**src/rtl/glitch_sequencer_if.sv**
```systemverilog
// Host/config and glitch_core bus for glitch_sequencer.
//   master: host side; drives arm/abort/trigger and the live config, observes status.
//   slave : sequencer side; samples commands/config, drives gl_en/gl_mode and status.
interface glitch_sequencer_if #(
    parameter int unsigned DELAY_W = 32,
    parameter int unsigned WIDTH_W = 16,
    parameter int unsigned COUNT_W = 8
);
    // commands
    logic               arm;
    logic               abort;
    logic               trigger;

    // live configuration, captured on an accepted arm
    logic [DELAY_W-1:0] cfg_delay;
    logic [WIDTH_W-1:0] cfg_width;
    logic [WIDTH_W-1:0] cfg_gap;
    logic [COUNT_W-1:0] cfg_count;
    logic [7:0]         cfg_mode;
    logic               cfg_rearm;

    // glitch_core drive and status
    logic               gl_en;
    logic [7:0]         gl_mode;
    logic               armed;
    logic               busy;
    logic               done;
    logic [COUNT_W-1:0] pulse_cnt;

    modport master (
        output arm, abort, trigger,
        output cfg_delay, cfg_width, cfg_gap, cfg_count, cfg_mode, cfg_rearm,
        input  gl_en, gl_mode, armed, busy, done, pulse_cnt
    );

    modport slave (
        input  arm, abort, trigger,
        input  cfg_delay, cfg_width, cfg_gap, cfg_count, cfg_mode, cfg_rearm,
        output gl_en, gl_mode, armed, busy, done, pulse_cnt
    );
endinterface

```
**src/rtl/glitch_sequencer.sv**
```systemverilog
// glitch_sequencer: schedules glitch windows for glitch_core.
// After arm and a synchronised rising edge on trigger, waits cfg_delay cycles,
// then issues cfg_count windows of cfg_width cycles separated by cfg_gap cycles.
// Ports:
//   clk_in : clock, all logic on rising edge
//   rst_n  : asynchronous active-low reset
//   bus    : glitch_sequencer_if.slave
//            in : arm, abort, trigger, cfg_delay/width/gap/count/mode/rearm
//            out: gl_en, gl_mode (registered, to glitch_core en/mode),
//                 armed, busy (state decode), done (1-cycle), pulse_cnt
module glitch_sequencer #(
    parameter int unsigned DELAY_W     = 32,
    parameter int unsigned WIDTH_W     = 16,
    parameter int unsigned COUNT_W     = 8,
    parameter int unsigned SYNC_STAGES = 2
) (
    input  logic                clk_in,
    input  logic                rst_n,
    glitch_sequencer_if.slave   bus
);

    typedef enum logic [2:0] {
        S_IDLE  = 3'd0,
        S_ARMED = 3'd1,
        S_DELAY = 3'd2,
        S_PULSE = 3'd3,
        S_GAP   = 3'd4
    } state_t;

    state_t                 state;

    // trigger synchroniser and edge detector
    logic [SYNC_STAGES-1:0] sync;
    logic                   trig_prev;
    logic                   trig_rise;

    // shadow configuration; zero width/gap/count already mapped to 1
    logic [DELAY_W-1:0]     sh_delay;
    logic [WIDTH_W-1:0]     sh_width_m1;
    logic [WIDTH_W-1:0]     sh_gap_m1;
    logic [COUNT_W-1:0]     sh_count;
    logic [7:0]             sh_mode;
    logic                   sh_rearm;

    // run-time counters
    logic [DELAY_W-1:0]     dly_cnt;
    logic [WIDTH_W-1:0]     win_cnt;
    logic [COUNT_W-1:0]     pulse_cnt;

    // registered outputs
    logic                   gl_en;
    logic [7:0]             gl_mode;
    logic                   done;

    // Synchroniser: stage 0 samples the asynchronous trigger.
    always_ff @(posedge clk_in or negedge rst_n) begin
        if (!rst_n) begin
            sync      <= '0;
            trig_prev <= 1'b0;
        end else begin
            sync      <= {sync[SYNC_STAGES-2:0], bus.trigger};
            trig_prev <= sync[SYNC_STAGES-1];
        end
    end

    // A level that is already high when armed never produces a rise here.
    assign trig_rise = sync[SYNC_STAGES-1] & ~trig_prev;

    // Sequencer FSM with registered glitch_core drive.
    always_ff @(posedge clk_in or negedge rst_n) begin
        if (!rst_n) begin
            state       <= S_IDLE;
            sh_delay    <= '0;
            sh_width_m1 <= '0;
            sh_gap_m1   <= '0;
            sh_count    <= '0;
            sh_mode     <= '0;
            sh_rearm    <= 1'b0;
            dly_cnt     <= '0;
            win_cnt     <= '0;
            pulse_cnt   <= '0;
            gl_en       <= 1'b0;
            gl_mode     <= '0;
            done        <= 1'b0;
        end else begin
            done <= 1'b0;
            if (bus.abort) begin
                // Abort overrides everything including a same-cycle arm;
                // pulse_cnt keeps the number of windows already issued.
                state   <= S_IDLE;
                gl_en   <= 1'b0;
                gl_mode <= '0;
            end else begin
                unique case (state)
                    S_IDLE: begin
                        if (bus.arm) begin
                            sh_delay    <= bus.cfg_delay;
                            sh_width_m1 <= (bus.cfg_width == '0) ? '0
                                           : bus.cfg_width - WIDTH_W'(1);
                            sh_gap_m1   <= (bus.cfg_gap == '0) ? '0
                                           : bus.cfg_gap - WIDTH_W'(1);
                            sh_count    <= (bus.cfg_count == '0) ? COUNT_W'(1)
                                           : bus.cfg_count;
                            sh_mode     <= bus.cfg_mode;
                            sh_rearm    <= bus.cfg_rearm;
                            pulse_cnt   <= '0;
                            state       <= S_ARMED;
                        end
                    end

                    S_ARMED: begin
                        if (trig_rise) begin
                            dly_cnt   <= sh_delay;
                            pulse_cnt <= '0;
                            state     <= S_DELAY;
                        end
                    end

                    S_DELAY: begin
                        if (dly_cnt == '0) begin
                            state     <= S_PULSE;
                            gl_en     <= 1'b1;
                            gl_mode   <= sh_mode;
                            win_cnt   <= sh_width_m1;
                            pulse_cnt <= pulse_cnt + COUNT_W'(1);
                        end else begin
                            dly_cnt <= dly_cnt - DELAY_W'(1);
                        end
                    end

                    S_PULSE: begin
                        if (win_cnt == '0) begin
                            gl_en   <= 1'b0;
                            gl_mode <= '0;
                            if (pulse_cnt == sh_count) begin
                                done  <= 1'b1;
                                state <= sh_rearm ? S_ARMED : S_IDLE;
                            end else begin
                                win_cnt <= sh_gap_m1;
                                state   <= S_GAP;
                            end
                        end else begin
                            win_cnt <= win_cnt - WIDTH_W'(1);
                        end
                    end

                    S_GAP: begin
                        if (win_cnt == '0) begin
                            state     <= S_PULSE;
                            gl_en     <= 1'b1;
                            gl_mode   <= sh_mode;
                            win_cnt   <= sh_width_m1;
                            pulse_cnt <= pulse_cnt + COUNT_W'(1);
                        end else begin
                            win_cnt <= win_cnt - WIDTH_W'(1);
                        end
                    end

                    default: begin
                        state   <= S_IDLE;
                        gl_en   <= 1'b0;
                        gl_mode <= '0;
                    end
                endcase
            end
        end
    end

    // Status decode straight from the state register.
    assign bus.armed     = (state == S_ARMED);
    assign bus.busy      = (state == S_DELAY) || (state == S_PULSE) || (state == S_GAP);
    assign bus.gl_en     = gl_en;
    assign bus.gl_mode   = gl_mode;
    assign bus.done      = done;
    assign bus.pulse_cnt = pulse_cnt;

endmodule
```
**src/flat_wrapper.sv**
```systemverilog
// flat-port wrapper written by rule: the top's interface ports become plain ports
module glitch_sequencer_flat 
#(
    parameter int unsigned DELAY_W     = 32,
    parameter int unsigned WIDTH_W     = 16,
    parameter int unsigned COUNT_W     = 8,
    parameter int unsigned SYNC_STAGES = 2
)
  (clk_in, rst_n, bus_arm, bus_abort, bus_trigger, bus_cfg_delay, bus_cfg_width, bus_cfg_gap, bus_cfg_count, bus_cfg_mode, bus_cfg_rearm, bus_gl_en, bus_gl_mode, bus_armed, bus_busy, bus_done, bus_pulse_cnt);
  glitch_sequencer_if #(.DELAY_W(DELAY_W), .WIDTH_W(WIDTH_W), .COUNT_W(COUNT_W)) bus_i ();
  input  logic clk_in;
  input  logic rst_n;
  input wire logic [$bits(bus_i.arm)-1:0] bus_arm;
  input wire logic [$bits(bus_i.abort)-1:0] bus_abort;
  input wire logic [$bits(bus_i.trigger)-1:0] bus_trigger;
  input wire logic [$bits(bus_i.cfg_delay)-1:0] bus_cfg_delay;
  input wire logic [$bits(bus_i.cfg_width)-1:0] bus_cfg_width;
  input wire logic [$bits(bus_i.cfg_gap)-1:0] bus_cfg_gap;
  input wire logic [$bits(bus_i.cfg_count)-1:0] bus_cfg_count;
  input wire logic [$bits(bus_i.cfg_mode)-1:0] bus_cfg_mode;
  input wire logic [$bits(bus_i.cfg_rearm)-1:0] bus_cfg_rearm;
  output wire logic [$bits(bus_i.gl_en)-1:0] bus_gl_en;
  output wire logic [$bits(bus_i.gl_mode)-1:0] bus_gl_mode;
  output wire logic [$bits(bus_i.armed)-1:0] bus_armed;
  output wire logic [$bits(bus_i.busy)-1:0] bus_busy;
  output wire logic [$bits(bus_i.done)-1:0] bus_done;
  output wire logic [$bits(bus_i.pulse_cnt)-1:0] bus_pulse_cnt;
  assign bus_i.arm = bus_arm;
  assign bus_i.abort = bus_abort;
  assign bus_i.trigger = bus_trigger;
  assign bus_i.cfg_delay = bus_cfg_delay;
  assign bus_i.cfg_width = bus_cfg_width;
  assign bus_i.cfg_gap = bus_cfg_gap;
  assign bus_i.cfg_count = bus_cfg_count;
  assign bus_i.cfg_mode = bus_cfg_mode;
  assign bus_i.cfg_rearm = bus_cfg_rearm;
  assign bus_gl_en = bus_i.gl_en;
  assign bus_gl_mode = bus_i.gl_mode;
  assign bus_armed = bus_i.armed;
  assign bus_busy = bus_i.busy;
  assign bus_done = bus_i.done;
  assign bus_pulse_cnt = bus_i.pulse_cnt;
  glitch_sequencer #(.DELAY_W(DELAY_W), .WIDTH_W(WIDTH_W), .COUNT_W(COUNT_W), .SYNC_STAGES(SYNC_STAGES)) u_core (.clk_in(clk_in), .rst_n(rst_n), .bus(bus_i));
endmodule
```
**config.mk**
```make
export PLATFORM = sky130hd
export DESIGN_NAME = glitch_sequencer_flat
export DESIGN_NICKNAME = d
export VERILOG_FILES = /design/src/rtl/glitch_sequencer_if.sv /design/src/rtl/glitch_sequencer.sv /design/src/flat_wrapper.sv
export SDC_FILE = /design/constraint.sdc
export NUM_CORES = 1
export LEC_CHECK = 0
export BUFFER_PORTS_ARGS = -buffer_cell sky130_fd_sc_hd__buf_2
export CELL_PAD_IN_SITES_DETAIL_PLACEMENT = 0
export CELL_PAD_IN_SITES_GLOBAL_PLACEMENT = 1
export CORE_ASPECT_RATIO = 0.5
export CORE_MARGIN = 5
export CORE_UTILIZATION = 31
export CTS_BUF_LIST = sky130_fd_sc_hd__clkbuf_8
export CTS_CLUSTER_DIAMETER = 60
export DETAILED_ROUTE_END_ITERATION = 6
export PLACE_DENSITY_LB_ADDON = 0.1
export SYNTH_ARGS = -nofsm -noshare
export SYNTH_HDL_FRONTEND = slang
export SYNTH_SLANG_ARGS = --single-unit
```
**constraint.sdc**
```tcl
create_clock -name clk_in -period 3.05 [get_ports clk_in]
set_input_delay 0.305 -clock clk_in [delete_from_list [all_inputs] [get_ports clk_in]]
set_output_delay 0.305 -clock clk_in [all_outputs]
set_load 0.005 [all_outputs]
```
* Yosys cells after proc, flatten, opt, wreduce, memory -nomap -nowiden
Index checks and enable logic that the tools add are counted.
Widths: inputs -> output; s select.
** Cells by class
- $add $sub $neg :: 5
- Eq/ne operators :: 17
- Muxes and demuxes :: 39
- Bitwise gates (word level) :: 3
- Reductions and logical operators :: 18
** Operators by type and width (count)
- $mux 16 :: 6
- $mux 8 :: 9
- $mux 32 :: 2
- $pmux 32 s2 :: 1
- $pmux 8 s4 :: 2
- $logic_not 16->1 :: 3
- $pmux 16 s3 :: 1
- $sub 16x1->16 const B :: 3
- $logic_not 32->1 :: 1
- $sub 32x1->32 const B :: 1
- $mux 3 :: 7
- $pmux 3 s5 :: 1
- $ne 3x2->1 const B :: 4
- $reduce_and 4->1 :: 3
- $mux 1 :: 9
- $add 8x1->8 const B :: 1
- $eq 8x8->1 :: 1
- $logic_not 8->1 :: 1
- $ne 2x1->1 const B :: 4
- $eq 3x2->1 const B :: 2
- $ne 3x3->1 const B :: 2
- $reduce_and 6->1 :: 1
- $reduce_and 5->1 :: 1
- $ne 2x2->1 const B :: 2
- other kinds (12) :: 14
** Storage, ports and cells
- Register bits after elaboration :: 153
- Bits of input ports :: 86
- Output and inout port bits :: 20

* Longest topological paths before layout
Gate-level depths: netlist (run 1).
- Word-level depth :: 5
- Mapped depth :: 9
- Gate-level depth less buffers :: 8

* Worst setup path after synthesis (run 1)
No wires, ideal clock.
- Kind :: register -> register
- From :: reg u_core.win_cnt[0]
- To :: reg u_core.win_cnt[6]
- Setup time :: 125 ps
- Arrival time :: 2120 ps
- Setup slack :: 805 ps
- Cell stages (with the launch flop) :: 10
- Clock period less this slack :: 2245 ps
- Cell sequence :: dfrtp_1 inv_1 ha_1 clkbuf_1 or3b_2 nor3_1 xor2_1 a32oi_1 o21ai_0 mux2_2
** On the way
- Word-level cells in the longest chain between the ends :: 3
- Elaborated cells on any way between the ends :: 7
** Ends and longest elaborated chain
- from (decl) :: RTL line glitch_sequencer.sv:47 : logic [WIDTH_W-1:0] win_cnt;
- from (signal assigned) :: RTL line glitch_sequencer.sv:124 : win_cnt <= sh_width_m1;
- from (signal assigned) :: RTL line glitch_sequencer.sv:139 : win_cnt <= sh_gap_m1;
- from (signal assigned) :: RTL line glitch_sequencer.sv:143 : win_cnt <= win_cnt - WIDTH_W'(1);
- $sub 16x1->16 or $logic_not 16->1 (tied branches)
- $mux 16, or another cell as far along :: RTL line glitch_sequencer.sv:148 : if (win_cnt == '0) begin
- $pmux 16 s3 or $reduce_and 4->1 (tied branches)
Several ways; a longest one is shown, not always the timed one.
A chain may end at the register's enable or synchronous reset.

* Worst setup path in the final report (run 1)
- From :: reg u_core.dly_cnt[26]
- To :: reg u_core.win_cnt[2]
** On the way
- Word-level cells in the longest chain between the ends :: 3
** Ends and longest elaborated chain
- from (decl) :: RTL line glitch_sequencer.sv:46 : logic [DELAY_W-1:0] dly_cnt;
- from (signal assigned) :: RTL line glitch_sequencer.sv:113 : dly_cnt <= sh_delay;
- from (signal assigned) :: RTL line glitch_sequencer.sv:127 : dly_cnt <= dly_cnt - DELAY_W'(1);
- $logic_not 32->1 :: RTL line glitch_sequencer.sv:120 : if (dly_cnt == '0) begin
- $ne 2x1->1 (no source line)
- $reduce_and 4->1 (no source line)
No other way between the ends.

==> results of run 1 <==
sequential cells by signal, indices dropped and copies added, names as in the netlist:
name                  count
u_core.win_cnt           16
u_core.bus.gl_en          1
u_core.bus.done           1
u_core.sh_width_m1       16
u_core.bus.gl_mode        8
u_core.sh_delay          32
u_core.state              3
u_core.sh_gap_m1         16
u_core.bus.pulse_cnt      8
u_core.sh_mode            8
u_core.dly_cnt           32
u_core.sync               2
u_core.trig_prev          1
u_core.sh_count           8
u_core.sh_rearm           1
where the power goes:
group / leakage [nW] / internal (mW) / total (mW) / switching (mW)
clock: 0.222 / 0.856 / 1.64 / 0.783
sequential: 1.94 / 2.58 / 3.19 / 0.611
combinational: 2.43 / 0.968 / 2.26 / 1.29
worst paths after layout:
path	startpoint	end	slack (ns)
worst max-delay path	u_core.dly_cnt[26]$_DFFE_PN0P_	u_core.win_cnt[2]$_DFFE_PN0P_	0.33
worst min register to register	u_core.sync[0]$_DFF_PN0_	u_core.sync[1]$_DFF_PN0_	0.35
max in group asynchronous	rst_n	u_core.bus.gl_mode[7]$_DFFE_PN0P_	1.87
min in group asynchronous	rst_n	u_core.win_cnt[4]$_DFFE_PN0P_	0.40
worst min-delay path	bus_cfg_count[3]	u_core.sh_count[3]$_DFFE_PN0P_	0.04
worst max register to register	u_core.dly_cnt[26]$_DFFE_PN0P_	u_core.win_cnt[2]$_DFFE_PN0P_	0.33
layout make-up:
| type | instances | area (um^2) | share of cell area [%] |
|---|---|---|---|
| inverter | 13 | 48.80 | 0.4833 |
| clock buffer | 20 | 275.3 | 2.726 |
| clock inverter | 11 | 130.1 | 1.289 |
| sequential | 153 | 3829 | 37.92 |
| tap | 352 | 440.4 | 4.362 |
| timing repair buffer | 180 | 1240 | 12.28 |
| multi-input combinational | 731 | 4134 | 40.94 |
layer usage:
metal,global-route usage [%],share of wire (%)
met5,0,0
met4,5.667,2.4
met3,3.432,2.7
met2,28.34,48
met1,22.70,47
stage by stage:
step / std cells / cell area (um^2)
finish: 1460 / 10100
global route: 1460 / 10100
CTS: 1460 / 10100
detailed placement: 1386 / 9261
global placement: 1386 / 9261
floorplan: 947 / 8229
cells by family (layout without fill, tap and decap cells):
kind of cell	Yosys count	count (layout)
adder cells (fa/ha/maj)	10	10
flip-flops	153	153
buffers and inverters	63	224
XOR/XNOR	38	38
AND/OR/NAND/NOR	447	447
multiplexers	6	6
AO/OA/AOI/OAI	230	230
worst register-to-register path, stage by stage (launching register included):
cell and delay [ns]:
dfrtp_1 0.40, or4_4 0.58, nand2b_1 0.22, nor4_2 0.43, o221ai_2 0.41, buf_4 0.31, o21ai_0 0.15, o21ai_0 0.11
cell usage after synthesis (6+ instances only):
| cell | number | area (um^2) |
|---|---|---|
| nand4_1 | 8 | 50.05 |
| a221oi_1 | 6 | 52.55 |
| o22ai_1 | 7 | 43.79 |
| inv_1 | 13 | 48.80 |
| xnor2_1 | 17 | 148.9 |
| or4_1 | 6 | 45.04 |
| nand3b_1 | 8 | 60.06 |
| o31ai_1 | 7 | 52.55 |
| a22o_1 | 10 | 87.58 |
| o21ai_1 | 9 | 45.04 |
| nor2_1 | 64 | 240.2 |
| dfrtp_1 | 153 | 3829 |
| nand2b_1 | 9 | 56.30 |
| xor2_1 | 21 | 183.9 |
| nor4_1 | 22 | 137.6 |
| nand2_1 | 235 | 882.1 |
| clkbuf_1 | 37 | 138.9 |
| nor3_1 | 32 | 160.2 |
| a21oi_1 | 48 | 240.2 |
| ha_1 | 9 | 112.6 |
| o21ai_0 | 88 | 440.4 |
| nand3_1 | 17 | 85.08 |
| o22a_1 | 6 | 52.55 |
| and3_1 | 6 | 37.54 |
timing repair:
item                                    4_1_cts  5_1_grt
hold buffers                                 43        0
endpoints found under the setup margin        0        0
endpoints found under the hold margin       107        0
==> results.tsv, run 1 <==
stage	metric	value	unit
logic_synthesis	postSynthCellCount	947	
global_routing	grt_pass1_vias	7560	
routing	postRouteAntennaNets	0	
logic_synthesis	synth_edf_count	0	
logic_synthesis	synth_compound_area_share	17.58	%
pwr	p_leak	4.601	nW
clock_tree	clockBufferDepth	2	
logic_synthesis	yosys_warnings	0	
sta	fmax	0.3671	GHz
place	dp.final_hpwl	18.13	mm
clock_tree	post-cts-setup-buffers	0	
pwr	power	7.093	mW
cells_and_area	n_fill_cell	2775	
logic_synthesis	synthFlopType	dfrtp_1	
die	io_pins	106	
sta	rsz0062_at_grt	no	
sta	finClkSkew	0.01072	ns
routing	drt_pass1_iterations	6	
logic_synthesis	synth_xor_area_share	4.044	%
cells_and_area	area_growth_syn_to_layout	22.70	%
clock_tree	h-tree-depth	4	
setup_path	r2r_cells	7	
place	dp_worst_setup_slack	0.3093	ns
pwr	peakVddDrop	0.0003060	V
logic_synthesis	synth_top_family_by_area	simple AND/OR/NAND/NOR gates	
clock_tree	clock_latency	0.48	ns
pwr	power.density	702.5	nW/um^2
hold_path	hp-class	primary input to register	
routing	num_vias	7324	
sta	whs	0.04386	ns
setup_path	cp.required	3.41	ns
die	fp-row-count	42	
cells_and_area	drive_gt1_share	17.69	%
die	die_h	125.2	um
logic_synthesis	avgSynthCellArea	8.690	um^2
sta	fin_tns_setup	0	ns
cells_and_area	nets	1191	
clock_tree	cts_inserted_buffers	17	
global_routing	grt_pass1_wl	40.97	mm
die	die-width	240.4	um
cells_and_area	num_antenna_cells	0	
sta	maxSlewHeadroom	42.73	%
global_routing	antenna_found_initial	0	
clock_tree	cts_tree	done	
setup_path	crit_cells	7	
setup_path	start_kind	register	
setup_path	setup.worst_path.class	register to register	
status	outcome	finished clean	
logic_synthesis	synth-seq-area-share	46.53	%
clock_tree	cts_resized	0	
die	initial_utilization	31.32	%
logic_synthesis	synth_seq_cells	153	
clock_tree	clk_pin_slew	0.08	ns
sta	worst_slack	0.3258	ns
logic_synthesis	synth_nets	1042	
routing	route.detailed.drc	0	
logic_synthesis	ys_types	72	
setup_path	crit_buf_inv	1	
setup_path	slowest_stage	or4_4	
sta	slew_viol_final	0	
logic_synthesis	async_reset_ff_share	100.0	%
setup_path	endpoint_kind	register	
logic_synthesis	synth_mux_area_share	0.7602	%
logic_synthesis	synthSimpleGateAreaFrac	26.23	%
setup_path	crit_top_cell	o21ai_0	
setup_path	cp_top_family	simple AND/OR/NAND/NOR gates	
job	drv_cap	0	
global_routing	track_usage	17.15	%
sta	fin_crit	2.724	ns
sta	setup_viol	0	
logic_synthesis	yosys.area_share.adder	1.490	%
global_routing	globalRouteOverflowTotal	0	
setup_path	crit_arrival	3.08	ns
routing	drtIter0Drc	405	
cells_and_area	final_util	38.43	%
routing	wl	24.75	mm
sta	final.period_utilization	89.32	%
setup_path	crit_fanout	16	
routing	vias_per_cell	5.016	
setup_path	cp_slowest_stage_delay	0.58	ns
logic_synthesis	syn_area	8229	um^2
die	coreArea	26280	um^2
sta	report.final.hold_viol_count	0	
cells_and_area	layout_commonest_cell	nand2_1	
setup_path	path_cells	or4_4, nand2b_1, nor4_2, o221ai_2, buf_4, o21ai_0, o21ai_0	
clock_tree	root_buffer	clkbuf_8	
hold_path	holdPathStages	3	
sta	tightest_slew	0.8590	ns
routing	wl_per_cell	16.95	um
cells_and_area	final_cell_mix	nand2_1, dfrtp_1, buf_2, o21ai_0, nor2_1	
clock_tree	cts.sinks	153	
global_routing	grt_max_degree	69	
place	port-buffer-count	105	
die	dieArea	30100	um^2
place	gp_congestion	0.8194	
Note: power is estimated with default switching activity, not from simulation.
==> run 2: changes to the inputs <==
- clock period: 3.05 -> 2.8 ns (I/O delays scaled with it)
==> run 2 against run 1 <==
  * Wire length increased by 0.43%
  * Utilization increased by 0.32 points
  * Die area unchanged
  * Clock skew increased by 0.0049 ns
  * Clock power increased by 9%
  * Worst setup slack got worse by 0.033 ns
  * Clock-buffer cell count unchanged
  * Global-route usage decreased by 0.12 points
  * Largest power group unchanged
==> results.tsv, run 2 (synthesis results as in run 1) <==
stage	metric	value	unit
cells_and_area	n_fill_cell	2723	
setup_path	start_kind	register	
clock_tree	cts_resized	0	
place	dp.cells	1397	
clock_tree	cts_inserted_buffers	17	
pwr	power.density	759.6	nW/um^2
global_routing	grt_pass1_vias	7556	
status	outcome	finished clean	
setup_path	cp.required	3.19	ns
setup_path	cp_slowest_stage_delay	0.43	ns
cells_and_area	drive_gt1_share	18.47	%
clock_tree	h-tree-depth	4	
sta	slew_viol_final	0	
clock_tree	post-cts-setup-buffers	0	
cells_and_area	final_area	10180	um^2
clock_tree	root_buffer	clkbuf_8	
sta	rsz0062_at_grt	no	
cells_and_area	final_cell_mix	nand2_1, dfrtp_1, buf_2, o21ai_0, nor2_1	
cells_and_area	num_antenna_cells	0	
hold_path	hp-class	primary input to register	
sta	fmax	0.3988	GHz
die	die_h	125.2	um
global_routing	grt_pass1_wl	40.73	mm
sta	fin_tns_setup	0	ns
die	dieArea	30100	um^2
clock_tree	cts_tree	done	
sta	maxSlewHeadroom	52.73	%
setup_path	crit_arrival	2.90	ns
global_routing	track_usage	17.03	%
setup_path	r2r-start	u_core.win_cnt[0]$_DFFE_PN0P_	
routing	wl_per_cell	16.87	um
setup_path	path_cells	inv_1, ha_1, nor4b_1, nand4_2, a211oi_2, nand2_2, or3_1, a21oi_1	
setup_path	r2r_cells	8	
routing	drtIter0Drc	318	
setup_path	endpoint_kind	register	
die	coreArea	26280	um^2
global_routing	globalRouteOverflowTotal	0	
place	placed_cell_area	9319	um^2
place	port-buffer-count	105	
sta	report.final.hold_viol_count	0	
cells_and_area	area_growth_syn_to_layout	23.73	%
sta	setup_viol	0	
sta	final.period_utilization	89.54	%
routing	route.detailed.drc	0	
routing	drt_pass1_iterations	5	
sta	whs	0.04308	ns
setup_path	crit_fanout	10	
routing	vias_per_cell	4.982	
job	drv_cap	0	
cells_and_area	nets	1205	
routing	wl	24.85	mm
global_routing	antenna_found_initial	0	
sta	finClkSkew	0.01560	ns
sta	fin_crit	2.507	ns
place	gp_congestion	0.8677	
hold_path	holdPathStages	3	
die	io_pins	106	
clock_tree	cts.sinks	153	
setup_path	slowest_stage	dfrtp_1	
routing	postRouteAntennaNets	0	
cells_and_area	layout.cells.non_filler	1473	
place	dp.final_hpwl	18.27	mm
pwr	peakVddDrop	0.0002592	V
pwr	p_leak	4.644	nW
clock_tree	clockBufferDepth	2	
die	die-width	240.4	um
die	initial_utilization	31.32	%
setup_path	startpoint	u_core.win_cnt[0]$_DFFE_PN0P_	
die	fp-row-count	42	
sta	tightest_slew	0.7090	ns
cells_and_area	largest_registers	u_core.dly_cnt x32, u_core.sh_delay x32	
clock_tree	clock_latency	0.47	ns
routing	num_vias	7338	
clock_tree	clk_pin_slew	0.08	ns
cells_and_area	layout_commonest_cell	nand2_1	
hold_path	hp-start	bus_cfg_delay[31]	
global_routing	grt_max_degree	72	
clock_tree	cts_hold_buf	46	
setup_path	setup.worst_path.class	register to register	
==> run 2: final timing paths <==
| check | slack, ns | endpoint |
|---|---|---|
| min | 0.04 | u_core.sh_delay[31]$_DFFE_PN0P_ |
| min in group asynchronous | 0.39 | u_core.sh_gap_m1[4]$_DFFE_PN0P_ |
| max reg2reg | 0.29 | u_core.bus.pulse_cnt[3]$_DFFE_PN0P_ |
| max in group asynchronous | 1.62 | u_core.win_cnt[9]$_DFFE_PN0P_ |
| max | 0.29 | u_core.bus.pulse_cnt[3]$_DFFE_PN0P_ |
| min reg2reg | 0.35 | u_core.sync[1]$_DFF_PN0_ |
==> run 2: where the power goes <==
group / switching, mW / internal (mW) / total [mW]
clock: 0.854 / 0.932 / 1.79
combinational: 1.41 / 1.08 / 2.48
sequential: 0.652 / 2.81 / 3.46
total: 2.92 / 4.82 / 7.73
==> run 2: stage by stage <==
stage               setup slack [ns]  utilization, %  power [mW]
floorplan                     0.5553               -       5.048
global route                 0.04120           38.75       8.329
CTS                           0.3200           38.75       7.838
detailed placement            0.3442           35.47       5.964
global placement              0.3793           35.47       5.933
finish                        0.2928           38.75       7.734
==> run 2: routing by layer <==
metal	routed length (um)	track usage (%)	vias to the layer above	part of all wire [%]
li1	-	-	3674	-
met1	11730	22.48	3569	47
met2	12140	28.81	70	49
met3	608	3.278	25	2.4
met4	372	4.600	0	1.5
met5	0	0	-	0
==> run 2: cell type report <==
type	count	area [um^2]	area share, %
Clock inverter	10	127.6	1.253
Multi-Input combinational cell	731	4134	40.60
Clock buffer	20	275.3	2.703
Sequential cell	153	3829	37.60
Tap cell	352	440.4	4.325
Timing Repair Buffer	194	1328	13.04
Inverter	13	48.80	0.4792
==> run 2: worst max-delay path: cells and delay by family, from the launching register on <==
kind,cells,cell delay [ns]
AO/OA/AOI/OAI,2,0.50
adder cells (fa/ha/maj),1,0.19
buffers and inverters,1,0.12
flip-flops,1,0.43
AND/OR/NAND/NOR,4,1.20
